===== src/rtl/ps2_pkg.sv =====
// Shared PS/2 definitions: FSM states, keyboard command bytes and parity.
// Imported by the host transmitter and the PS/2 receiver.
package ps2_pkg;

  typedef enum logic [2:0] {
    IDLE,
    INHIBIT,
    REQ,
    SEND,
    ACK,
    WAIT_IDLE
  } ps2_state_e;

  localparam logic [7:0] CMD_SET_LED = 8'hED;
  localparam logic [7:0] CMD_RESET   = 8'hFF;
  localparam logic [7:0] CMD_ENABLE  = 8'hF4;

  // PS/2 frames use odd parity over data plus parity bit.
  function automatic logic odd_parity(input logic [7:0] d);
    return ~^d;
  endfunction

endpackage


===== src/rtl/ps2_sync_edge.sv =====
// 2-flop synchronizer for PS2_CLK/PS2_DAT plus registered falling-edge pulse.
// Ports: clk_i, rst_ni, ps2_clk_i, ps2_dat_i -> clk_s_o, dat_s_o, fall_o.
module ps2_sync_edge
  import ps2_pkg::*;
(
  input  logic clk_i,
  input  logic rst_ni,
  input  logic ps2_clk_i,
  input  logic ps2_dat_i,
  output logic clk_s_o,
  output logic dat_s_o,
  output logic fall_o
);

  logic clk_meta_q, clk_sync_q, clk_prev_q;
  logic dat_meta_q, dat_sync_q, dat_dly_q;
  logic fall_q;

  // Idle lines are high; resetting to 1 avoids a false edge after reset.
  always_ff @(posedge clk_i or negedge rst_ni) begin
    if (!rst_ni) begin
      clk_meta_q <= 1'b1;
      clk_sync_q <= 1'b1;
      clk_prev_q <= 1'b1;
      dat_meta_q <= 1'b1;
      dat_sync_q <= 1'b1;
      dat_dly_q  <= 1'b1;
      fall_q     <= 1'b0;
    end else begin
      clk_meta_q <= ps2_clk_i;
      clk_sync_q <= clk_meta_q;
      clk_prev_q <= clk_sync_q;
      dat_meta_q <= ps2_dat_i;
      dat_sync_q <= dat_meta_q;
      dat_dly_q  <= dat_sync_q;
      fall_q     <= clk_prev_q & ~clk_sync_q;
    end
  end

  // Levels delayed one stage so they line up with the registered fall pulse.
  assign clk_s_o = clk_prev_q;
  assign dat_s_o = dat_dly_q;
  assign fall_o  = fall_q;

endmodule


===== src/rtl/ps2_host_tx.sv =====
// Host-to-device PS/2 command transmitter (request-to-send, 8N1+odd, ack).
// Ports: tx_valid/tx_data/tx_ready in, ps2 pins in, open-collector oe out, busy/done/err.
module ps2_host_tx
  import ps2_pkg::*;
#(
  parameter int unsigned INHIBIT_CYCLES = 5000,
  parameter int unsigned TIMEOUT_CYCLES = 750000
) (
  input  logic       clk,
  input  logic       reset,
  input  logic       tx_valid,
  input  logic [7:0] tx_data,
  output logic       tx_ready,
  input  logic       ps2_clk_in,
  input  logic       ps2_dat_in,
  output logic       ps2_clk_oe,
  output logic       ps2_dat_oe,
  output logic       busy,
  output logic       done,
  output logic       err
);

  localparam int IW = $clog2(INHIBIT_CYCLES + 1);
  localparam int TW = $clog2(TIMEOUT_CYCLES + 1);
  localparam logic [IW-1:0] INH_LAST = IW'(INHIBIT_CYCLES - 1);
  localparam logic [TW-1:0] TMO_LAST = TW'(TIMEOUT_CYCLES - 1);

  logic clk_s, dat_s, fall;

  ps2_sync_edge u_sync (
    .clk_i    (clk),
    .rst_ni   (reset),
    .ps2_clk_i(ps2_clk_in),
    .ps2_dat_i(ps2_dat_in),
    .clk_s_o  (clk_s),
    .dat_s_o  (dat_s),
    .fall_o   (fall)
  );

  ps2_state_e    state_q;
  logic [7:0]    data_q;
  logic          par_q;
  logic          nack_q;
  logic [3:0]    bit_q;
  logic [IW-1:0] inh_q;
  logic [TW-1:0] tmo_q;
  logic          clk_oe_q, dat_oe_q;
  logic          busy_q, done_q, err_q;

  // Device-clocked part of the frame, guarded by the timeout.
  logic timed;
  assign timed = (state_q == SEND) ||
                 (state_q == ACK) ||
                 (state_q == WAIT_IDLE);

  always_ff @(posedge clk or negedge reset) begin
    if (!reset) begin
      state_q  <= IDLE;
      data_q   <= '0;
      par_q    <= 1'b0;
      nack_q   <= 1'b0;
      bit_q    <= '0;
      inh_q    <= '0;
      tmo_q    <= '0;
      clk_oe_q <= 1'b0;
      dat_oe_q <= 1'b0;
      busy_q   <= 1'b0;
      done_q   <= 1'b0;
      err_q    <= 1'b0;
    end else begin
      done_q <= 1'b0;
      err_q  <= 1'b0;
      if (timed && (tmo_q == TMO_LAST)) begin
        clk_oe_q <= 1'b0;
        dat_oe_q <= 1'b0;
        done_q   <= 1'b1;
        err_q    <= 1'b1;
        busy_q   <= 1'b0;
        state_q  <= IDLE;
      end else begin
        if (timed) tmo_q <= tmo_q + TW'(1);
        unique case (state_q)
          IDLE: begin
            tmo_q <= '0;
            inh_q <= '0;
            bit_q <= '0;
            if (tx_valid) begin
              data_q   <= tx_data;
              par_q    <= odd_parity(tx_data);
              clk_oe_q <= 1'b1;
              busy_q   <= 1'b1;
              state_q  <= INHIBIT;
            end
          end
          INHIBIT: begin
            if (inh_q == INH_LAST) begin
              dat_oe_q <= 1'b1;
              state_q  <= REQ;
            end else begin
              inh_q <= inh_q + IW'(1);
            end
          end
          REQ: begin
            // Start bit already low; releasing clk hands control to the device.
            clk_oe_q <= 1'b0;
            bit_q    <= '0;
            tmo_q    <= '0;
            state_q  <= SEND;
          end
          SEND: begin
            if (fall) begin
              bit_q <= bit_q + 4'd1;
              unique case (1'b1)
                (bit_q < 4'd8):  dat_oe_q <= ~data_q[bit_q[2:0]];
                (bit_q == 4'd8): dat_oe_q <= ~par_q;
                default: begin
                  dat_oe_q <= 1'b0;
                  state_q  <= ACK;
                end
              endcase
            end
          end
          ACK: begin
            if (fall) begin
              nack_q  <= dat_s;
              state_q <= WAIT_IDLE;
            end
          end
          WAIT_IDLE: begin
            if (clk_s && dat_s) begin
              done_q  <= 1'b1;
              err_q   <= nack_q;
              busy_q  <= 1'b0;
              state_q <= IDLE;
            end
          end
          default: state_q <= IDLE;
        endcase
      end
    end
  end

  assign tx_ready   = ~busy_q;
  assign busy       = busy_q;
  assign done       = done_q;
  assign err        = err_q;
  assign ps2_clk_oe = clk_oe_q;
  assign ps2_dat_oe = dat_oe_q;

endmodule


===== config.mk =====
export PLATFORM = sky130hd
export DESIGN_NAME = ps2_host_tx
export DESIGN_NICKNAME = d
export VERILOG_FILES = /design/src/rtl/ps2_pkg.sv /design/src/rtl/ps2_sync_edge.sv /design/src/rtl/ps2_host_tx.sv
export SDC_FILE = /design/constraint.sdc
export NUM_CORES = 1
export LEC_CHECK = 0
export BUFFER_PORTS_ARGS = -buffer_cell sky130_fd_sc_hd__buf_2
export CORE_UTILIZATION = 60
export DETAILED_ROUTE_END_ITERATION = 16
export GPL_ROUTABILITY_DRIVEN = 0
export PLACE_DENSITY = 0.88
export SKIP_CTS_REPAIR_TIMING = 1
export SLEW_MARGIN = 20
export SYNTH_ARGS = -nofsm -noshare
export SYNTH_HDL_FRONTEND = slang
export SYNTH_SLANG_ARGS = --single-unit

===== constraint.sdc =====
create_clock -name clk -period 2.95 [get_ports clk]
set_clock_uncertainty 0.15 [all_clocks]
set_input_delay 0.1475 -clock clk [delete_from_list [all_inputs] [get_ports clk]]
set_output_delay 0.1475 -clock clk [all_outputs]
set_load 0.005 [all_outputs]

# Word level (Yosys, flattened, before mapping)

Index checks and enable logic that the tools add are counted.

Bits of input ports: 13
Word-level logic and storage cells: 102
Output and inout bits: 6
Register bits after elaboration: 62

Reduce and logical (&&, ||, !) cells: 23
Bitwise operators: 6
Equal/unequal tests: 16
Order comparisons: 2
Multiplexer cells: 33
Add/subtract/negate cells: 3

Operators with widths:

| operator                                               | count |
|---|---|
| 2-to-1 mux 20 bit                                      | 2 |
| one-hot mux 13 bit (2 select lines)                    | 1 |
| 2-to-1 mux 3 bit                                       | 7 |
| adder 20 x 1 -> 20 bit (second input constant)         | 1 |
| == test 20 bit (second input constant)                 | 1 |
| one-hot mux 3 bit (6 select lines)                     | 1 |
| AND reduction 3 bit                                    | 6 |
| 2-to-1 mux 1 bit                                       | 14 |
| adder 13 x 1 -> 13 bit (second input constant)         | 1 |
| == test 13 bit (second input constant)                 | 1 |
| 2-to-1 mux 13 bit                                      | 1 |
| inequality test 3 x 1 -> 1 bit (second input constant) | 3 |
| nonzero test 3 bit                                     | 3 |
| one-hot mux 1 bit (2 select lines)                     | 4 |
| one-hot mux 4 bit (2 select lines)                     | 1 |
| XNOR reduction 8 bit                                   | 1 |
| == test 3 x 2 -> 1 bit (second input constant)         | 2 |
| == test 3 bit (second input constant)                  | 2 |
| inequality test 3 bit (second input constant)          | 2 |
| AND reduction 6 bit                                    | 1 |
| nonzero test 2 bit                                     | 3 |
| NOT 1 bit                                              | 5 |
| adder 4 x 1 -> 4 bit (second input constant)           | 1 |
| == test 4 bit (second input constant)                  | 1 |
| 14 further kinds                                       | 18 |

# Longest topological paths before layout

Gate-level depths: netlist (run 1).

Depth after elaboration: 7
Depth in mapped cells: 8
Mapped depth without buffers: 7

# Modules after synthesis

A second synthesis (run 1) with hierarchy kept.

Cells, all modules: 315
Area total of the unflattened synthesis: 3196.8 µm²

By module, submodules not included:

| module        | seq. area each (µm²) | cells each | area an instance (µm²) | times used |
|---|---|---|---|---|
| ps2_host_tx   | 1376.3               | 307        | 3000.4                 | 1 |
| ps2_sync_edge | 182.7                | 8          | 196.4                  | 1 |

# Least setup slack after synthesis (run 1)

No wires, ideal clock.

Kind: register to register
Start: register inh_q[6]
End: register dat_oe_q (netlist: ps2_dat_oe)
Path buffers: 1
Data arrival time: 1888 ps
Period minus slack after synthesis: 2128 ps
Stages on the path, launching flop included: 7
Setup slack: 822 ps
Data required time: 2710 ps
Library setup time: 90 ps
Path through: dfrtp_1 -> or4b_1 -> o31a_1 -> buf_2 -> or3_1 -> a221o_1 -> o221ai_1

Cells in the longest elaborated chain, start to end: 3

Ends and longest elaborated chain:

| element                         | line               | RTL |
|---|---|---|
| start, declared                 | ps2_host_tx.sv:45  | `logic [IW-1:0] inh_q;` |
| start signal, assigned          | ps2_host_tx.sv:100 | `inh_q <= inh_q + IW'(1);` |
| == test 13 bit                  | ps2_host_tx.sv:96  | `if (inh_q == INH_LAST) begin` |
| inequality test 3 bit (no line) | -                  |  |
| AND reduction 3 bit (no line)   | -                  |  |
| end signal, assigned            | ps2_host_tx.sv:114 | `(bit_q < 4'd8): dat_oe_q <= ~data_q[bit_q[2:0]];` |
| end signal, assigned            | ps2_host_tx.sv:115 | `(bit_q == 4'd8): dat_oe_q <= ~par_q;` |
| end, declared                   | ps2_host_tx.sv:47  | `logic clk_oe_q, dat_oe_q;` |

No other way between the ends.
A chain may end at the register's enable or synchronous reset.

# Final worst setup path (run 1)

Start: register tmo_q[0]
End: register state_q[2]

Cells in the longest elaborated chain, start to end: 4
Elaborated cells on any way between the ends: 10
Classes of those cells: eq/ne: 7; mux: 1; reduce/logical: 2

Ends and longest elaborated chain:

| element                                                       | line              | RTL |
|---|---|---|
| start, declared                                               | ps2_host_tx.sv:46 | `logic [TW-1:0] tmo_q;` |
| start signal, assigned                                        | ps2_host_tx.sv:81 | `if (timed) tmo_q <= tmo_q + TW'(1);` |
| == test 20 bit *                                              | ps2_host_tx.sv:73 | `if (timed && (tmo_q == TMO_LAST)) begin` |
| logical AND 1 bit *                                           | ps2_host_tx.sv:73 |  |
| inequality test 3 bit (no line), or another cell as far along | -                 |  |
| AND reduction 6 bit (no line)                                 | -                 |  |
| end signal, assigned                                          | ps2_host_tx.sv:79 | `state_q <= IDLE;` |
| end signal, assigned                                          | ps2_host_tx.sv:92 | `state_q <= INHIBIT;` |
| end signal, assigned                                          | ps2_host_tx.sv:98 | `state_q <= REQ;` |
| end, declared                                                 | ps2_host_tx.sv:40 | `ps2_state_e state_q;` |

Mark *: on every way between the ends. The rest lies on a longest branch, timed or not.

==> impl_metrics.json, run 1 <==
{
  "status": "completed",
  "fp.dieW_um": 76.86,
  "die_y_um": 76.86,
  "antennaDiodeCount": 0,
  "crit_buf_inv": 0,
  "cts_tree": "built",
  "stdcell_count": 451,
  "grt_max_degree": 40,
  "initialDrtViolationCount": 245,
  "path_class": "reg -> reg",
  "vias": 2813,
  "synth.distinct_cells": 58,
  "cts_made_buffers": 9,
  "cts.clk_slew.worst_paths_ps": 70,
  "overflow": 0,
  "syn-cell-area_um2": 3362,
  "synth_seq_cells": 62,
  "cts-root-buf": "clkbuf_8",
  "yosysTopAreaCell": "dfrtp_1",
  "leakage_nw": 1.648,
  "cp.required_ps": 3020,
  "clkSinkCount": 62,
  "start_kind": "flop",
  "slowest_delay_ps": 480,
  "wire_per_inst_um": 16.69,
  "start_util": 0.6419,
  "postSynthAreaPerCell_um2": 9.802,
  "ys_seq_area_frac": 0.4637,
  "setup-violations-final": 0,
  "first_pass_iters": 5,
  "synth_fp_nets": 360,
  "tightest_slew_ps": 617.6,
  "relSlewSlack": 0.5882,
  "finalMaxSlewViolations": 0,
  "power_w": 0.002944,
  "ant_nets": 0,
  "slowest_stage": "dfrtp_1",
  "nets": 393,
  "clockBufferDepth": 2,
  "report.final.hold_viol_count": 0,
  "viasPerCell": 6.237,
  "endpoint_kind": "flop",
  "p_per_area_nw_per_um2": 766.0,
  "antenna_found_initial": 0,
  "area_delta_synth_final_pct": 14.33,
  "final.fill_count": 356,
  "track_usage": 0.2699,
  "finalCritPeriodShare": 0.8768,
  "core_um2": 5238,
  "placed_area_um2": 3533,
  "grt_pass1_wl_mm": 12.52,
  "fin_area_um2": 3844,
  "postSynthCellCount": 343,
  "period_needed_ps": 2586,
  "rows": 26,
  "wirelength_mm": 7.527,
  "ios": 19,
  "grt_pass1_vias": 2704,
  "synth.area.top_cells": "dfrtp_1 42%, dfstp_2 4.7%, xor2_1 4.4%",
  "synth_top_area_share": 0.4168,
  "hpwl_mm": 4.964,
  "synth_edf_count": 0,
  "clock.fmax_mhz": 386.6,
  "fin_hold_ws_ps": 149.5,
  "h-tree-depth": 3,
  "crit_chain": "ha_1 -> and3_2 -> nand3_1 -> or2_1 -> a311o_1 -> a221o_1",
  "remaining_drc_errors": 0,
  "final_layout_size_suffix_gt1_frac": 0.1837,
  "synth_ff_type": "dfrtp_1",
  "clkLatencyLatePin_ps": 350,
  "dp.cells": 424,
  "cp_data_arrival_time_ps": 2660,
  "maxCapViolations": 0,
  "path_max_fanout": 11,
  "setup_tns_ps": 0,
  "die_area_um2": 5907,
  "hp-class": "in -> reg",
  "peakVddDrop_uv": 667.5,
  "synth_warnings": 0,
  "grt_setup_unrepaired": "no",
  "cp_top_family": "simple AND/OR/NAND/NOR gates",
  "async_reset_ff_frac": 1.000,
  "port_buffers": 18
}
final timing paths:
check / startpoint / endpoint / slack [ps] / cells after the start
worst min-delay path: tx_valid / state_q[0]$_DFFE_PN0P_ / 150 / 4
max in group asynchronous: reset / u_sync.dat_s_o$_DFF_PN1_ / 1570 / 3
worst max-delay path: tmo_q[0]$_DFFE_PN0P_ / state_q[2]$_DFFE_PN0P_ / 360 / 6
min in group asynchronous: reset / tmo_q[11]$_DFFE_PN0P_ / 170 / 2
worst max register to register: tmo_q[0]$_DFFE_PN0P_ / state_q[2]$_DFFE_PN0P_ / 360 / 6
worst min register to register: u_sync.dat_sync_q$_DFF_PN1_ / u_sync.dat_s_o$_DFF_PN1_ / 210 / 0
placed cells by master, fill, tap and decap left out, drive strengths merged, types with 11 or more instances in the layout:
cell type / count
a21oi: 12
buf: 25
clkbuf: 12
dfrtp: 56
dlygate4sd3: 11
inv: 13
nand2: 24
nand3: 22
nand4: 11
nor2: 36
o21ai: 22
xor2: 17
kinds of logic (layout without fill, tap and decap cells):
kind of cell,count (synthesis),in the layout,synth area share
adder cells (fa/ha/maj),4,4,0.01489
buffers and inverters,27,65,0.03201
AO/OA/AOI/OAI,65,65,0.1258
flip-flops,62,62,0.4637
XOR/XNOR,25,25,0.06513
AND/OR/NAND/NOR,146,146,0.2456
multiplexers,14,14,0.05285
sequential cells by signal (all words and copies together), names as in the netlist, 3 cells and up:
name and cells:
tmo_q 20, inh_q 13, data_q 8, bit_q 4
state_q 3
cells in the mapped netlist, drive strengths merged (4+ instances only):
library cell	count
or2	5
a21oi	12
o31ai	4
nand2	24
nand2b	4
nand4	11
nand3	22
nand4b	4
dfstp	6
mux2	10
nor4bb	5
o22ai	4
ha	4
inv	13
nor2	36
clkbuf	11
and3	6
xnor2	8
xor2	17
o21ai	22
or4	4
dfrtp	56
nor3	6
where the power goes:
group          internal [W]  leakage, nW  total, W  switching [W]
clock              0.000432        0.106  0.000765       0.000333
sequential          0.00103        0.797   0.00123       0.000206
combinational      0.000424        0.745  0.000944       0.000521
worst register-to-register path, cell delays in order, from the launching register on:
cell,delay [ps]
dfrtp_1,480
ha_1,420
and3_2,250
nand3_1,100
or2_1,370
a311o_1,400
a221o_1,300
routing by layer:
layer,track usage,vias to the layer above,part of all wire
li1,-,1321,-
met1,0.3543,1365,0.43
met2,0.4286,101,0.49
met3,0.05119,26,0.051
met4,0.1327,0,0.028
met5,0,-,0
cell type report:
type                       count  area (um2)  share of cell area
clock buffer                  12       155.1             0.04036
clock inverter                 4       45.04             0.01172
inverter                      13       48.80             0.01270
multi-input combinational    254        1695              0.4411
sequential                    62        1559              0.4056
tap                           70       87.58             0.02279
timing repair buffer          36       252.7             0.06576
through the flow:
step	setup WS, ps	util
after floorplan	821.7	-
after global placement	515.4	0.6746
after detailed placement	441.9	0.6746
after CTS	407.7	0.7129
after global routing	246.3	0.7339
final	363.5	0.7339
Note: power is estimated with default switching activity, not from simulation.
==> run 2: changes to the inputs <==
==> constraint.sdc (replaced) <==
create_clock -name clk -period 2.95 [get_ports clk]
set_clock_uncertainty 0.15 [all_clocks]
set_input_delay 0.59 -clock clk [delete_from_list [all_inputs] [get_ports clk]]
set_output_delay 0.59 -clock clk [all_outputs]
set_load 0.005 [all_outputs]
==> run 2 against run 1 <==
  * Sequential power barely moved
  * Sequential share of layout area rose by 1.2 points
  * Critical path depth did not move
  * Combinational power fell by 0.8%
  * Routed wire length fell by 3.9%
  * Utilization fell by 2.1 points
  * Die area did not move
  * Via count fell by 3.3%
==> impl_metrics.json, run 2 (synthesized netlist as in run 1, its figures left out) <==
{
  "p_clk_frac": 0.254,
  "setup_tns_ps": 0,
  "core_um2": 5238,
  "p_per_area_nw_per_um2": 779.2,
  "path_max_fanout": 11,
  "endpoint_kind": "flop",
  "nets": 382,
  "die_area_um2": 5907,
  "final_util": 0.7126,
  "antenna_found_initial": 0,
  "maxCapViolations": 0,
  "wirelength_mm": 7.234,
  "overflow": 0,
  "start_util": 0.6419,
  "layout_commonest_cell": "dfrtp_1",
  "clkSinkCount": 62,
  "cts_made_buffers": 9,
  "swShare": 0.3697,
  "grt_max_degree": 63,
  "h-tree-depth": 3,
  "die_y_um": 76.86,
  "clock.fmax_mhz": 386.0,
  "final_cell_mix": "56 x dfrtp_1, 36 x nor2_1, 24 x nand2_1",
  "finalCritPeriodShare": 0.8783,
  "tightest_slew_ps": 779.3,
  "grt_pass1_wl_mm": 12.82,
  "fp.dieW_um": 76.86,
  "final.fill_count": 380,
  "start_kind": "flop",
  "cp_data_arrival_time_ps": 2670,
  "internal-power_w": 0.001833,
  "largest_register": "tmo_q",
  "antennaDiodeCount": 0,
  "vias": 2719,
  "final_layout_size_suffix_gt1_frac": 0.1919,
  "leakage_nw": 1.588,
  "p_switching_w": 0.001075,
  "largest_reg_flops": 20,
  "track_usage": 0.2772,
  "ant_nets": 0,
  "clkLatencyLatePin_ps": 350,
  "port_buffers": 18,
  "cts.clk_slew.worst_paths_ps": 70,
  "grt_setup_unrepaired": "no",
  "clockBufferDepth": 2,
  "largest_registers": "tmo_q: 20 flops, inh_q: 13 flops, data_q: 8 flops",
  "cp.required_ps": 3030,
  "relSlewSlack": 0.4805,
  "peakVddDrop_uv": 590.8,
  "cts-root-buf": "clkbuf_8",
  "status": "completed",
  "area_delta_synth_final_pct": 11.02,
  "wire_per_inst_um": 16.44,
  "remaining_drc_errors": 0,
  "first_pass_iters": 4,
  "finalMaxSlewViolations": 0,
  "p_seq_frac": 0.424,
  "path_class": "reg -> reg",
  "setup-violations-final": 0,
  "hp-class": "in -> reg",
  "viasPerCell": 6.180,
  "report.final.hold_viol_count": 0,
  "period_needed_ps": 2591,
  "ios": 19,
  "grt_pass1_vias": 2741,
  "rows": 26,
  "initialDrtViolationCount": 212,
  "cts_tree": "built",
  "hpwl_mm": 4.850,
  "comb_power_share": 0.322
}
-- run 2: cell types whose count changed in the layout (fill, tap and decap cells not counted), sizes merged --
cell         before  now
clkbuf           12    9
clkinvlp          0    3
dlygate4sd3      11    0
-- run 2: final timing paths --
path,startpoint,endpoint,slack (ps),cells after the start
max,tmo_q[0]$_DFFE_PN0P_,state_q[2]$_DFFE_PN0P_,360,6
min,ps2_dat_in,u_sync.dat_meta_q$_DFF_PN1_,180,1
max reg2reg,tmo_q[0]$_DFFE_PN0P_,state_q[2]$_DFFE_PN0P_,360,6
min reg2reg,u_sync.dat_meta_q$_DFF_PN1_,u_sync.dat_sync_q$_DFF_PN1_,210,0
max in group asynchronous,reset,inh_q[0]$_DFFE_PN0P_,1880,2
min in group asynchronous,reset,tmo_q[17]$_DFFE_PN0P_,240,2
-- run 2: power groups by stage --
stage	Combinational [W]	Clock [W]	Sequential [W]
after floorplan	0.000723	0	0.00118
after global placement	0.000886	0	0.00123
after detailed placement	0.000923	0	0.00124
after CTS	0.000932	0.000752	0.00123
after global routing	0.00104	0.000793	0.00126
final	0.000936	0.000738	0.00123
-- run 2: routing by layer --
metal	global-route usage	part of all wire	vias to the layer above	wire (um)
met5	0	0	-	0
met4	0.1500	0.031	0	223
met3	0.07738	0.055	25	395
met2	0.4304	0.49	108	3518
met1	0.3504	0.43	1287	3098
li1	-	-	1299	-
-- run 2: worst max-delay path, stage by stage (launching register included) --
cell	delay [ps]
dfrtp_1	490
ha_1	420
and3_2	240
nand3_1	90
or2_1	380
a311o_1	410
a221o_1	300
-- run 2: cell type report --
class / count / area (um2) / area share
Multi-Input combinational cell: 254 / 1695 / 0.4542
Sequential cell: 62 / 1559 / 0.4177
Timing Repair Buffer: 25 / 142.6 / 0.03822
Clock buffer: 9 / 123.9 / 0.03319
Tap cell: 70 / 87.58 / 0.02347
Clock inverter: 7 / 75.07 / 0.02011
Inverter: 13 / 48.80 / 0.01307
-- run 2: stage by stage --
step	instance area, um2	setup WS [ps]	power (W)	cells	hold WS (ps)
floorplan	3362	821.7	0.001901	343	144.4
global placement	3533	512.5	0.002117	424	196.2
detailed placement	3533	413.9	0.002167	424	197.2
CTS	3732	399.4	0.002912	440	170.4
global route	3732	225.1	0.003096	440	162.2
finish	3732	359.1	0.002908	440	184.7
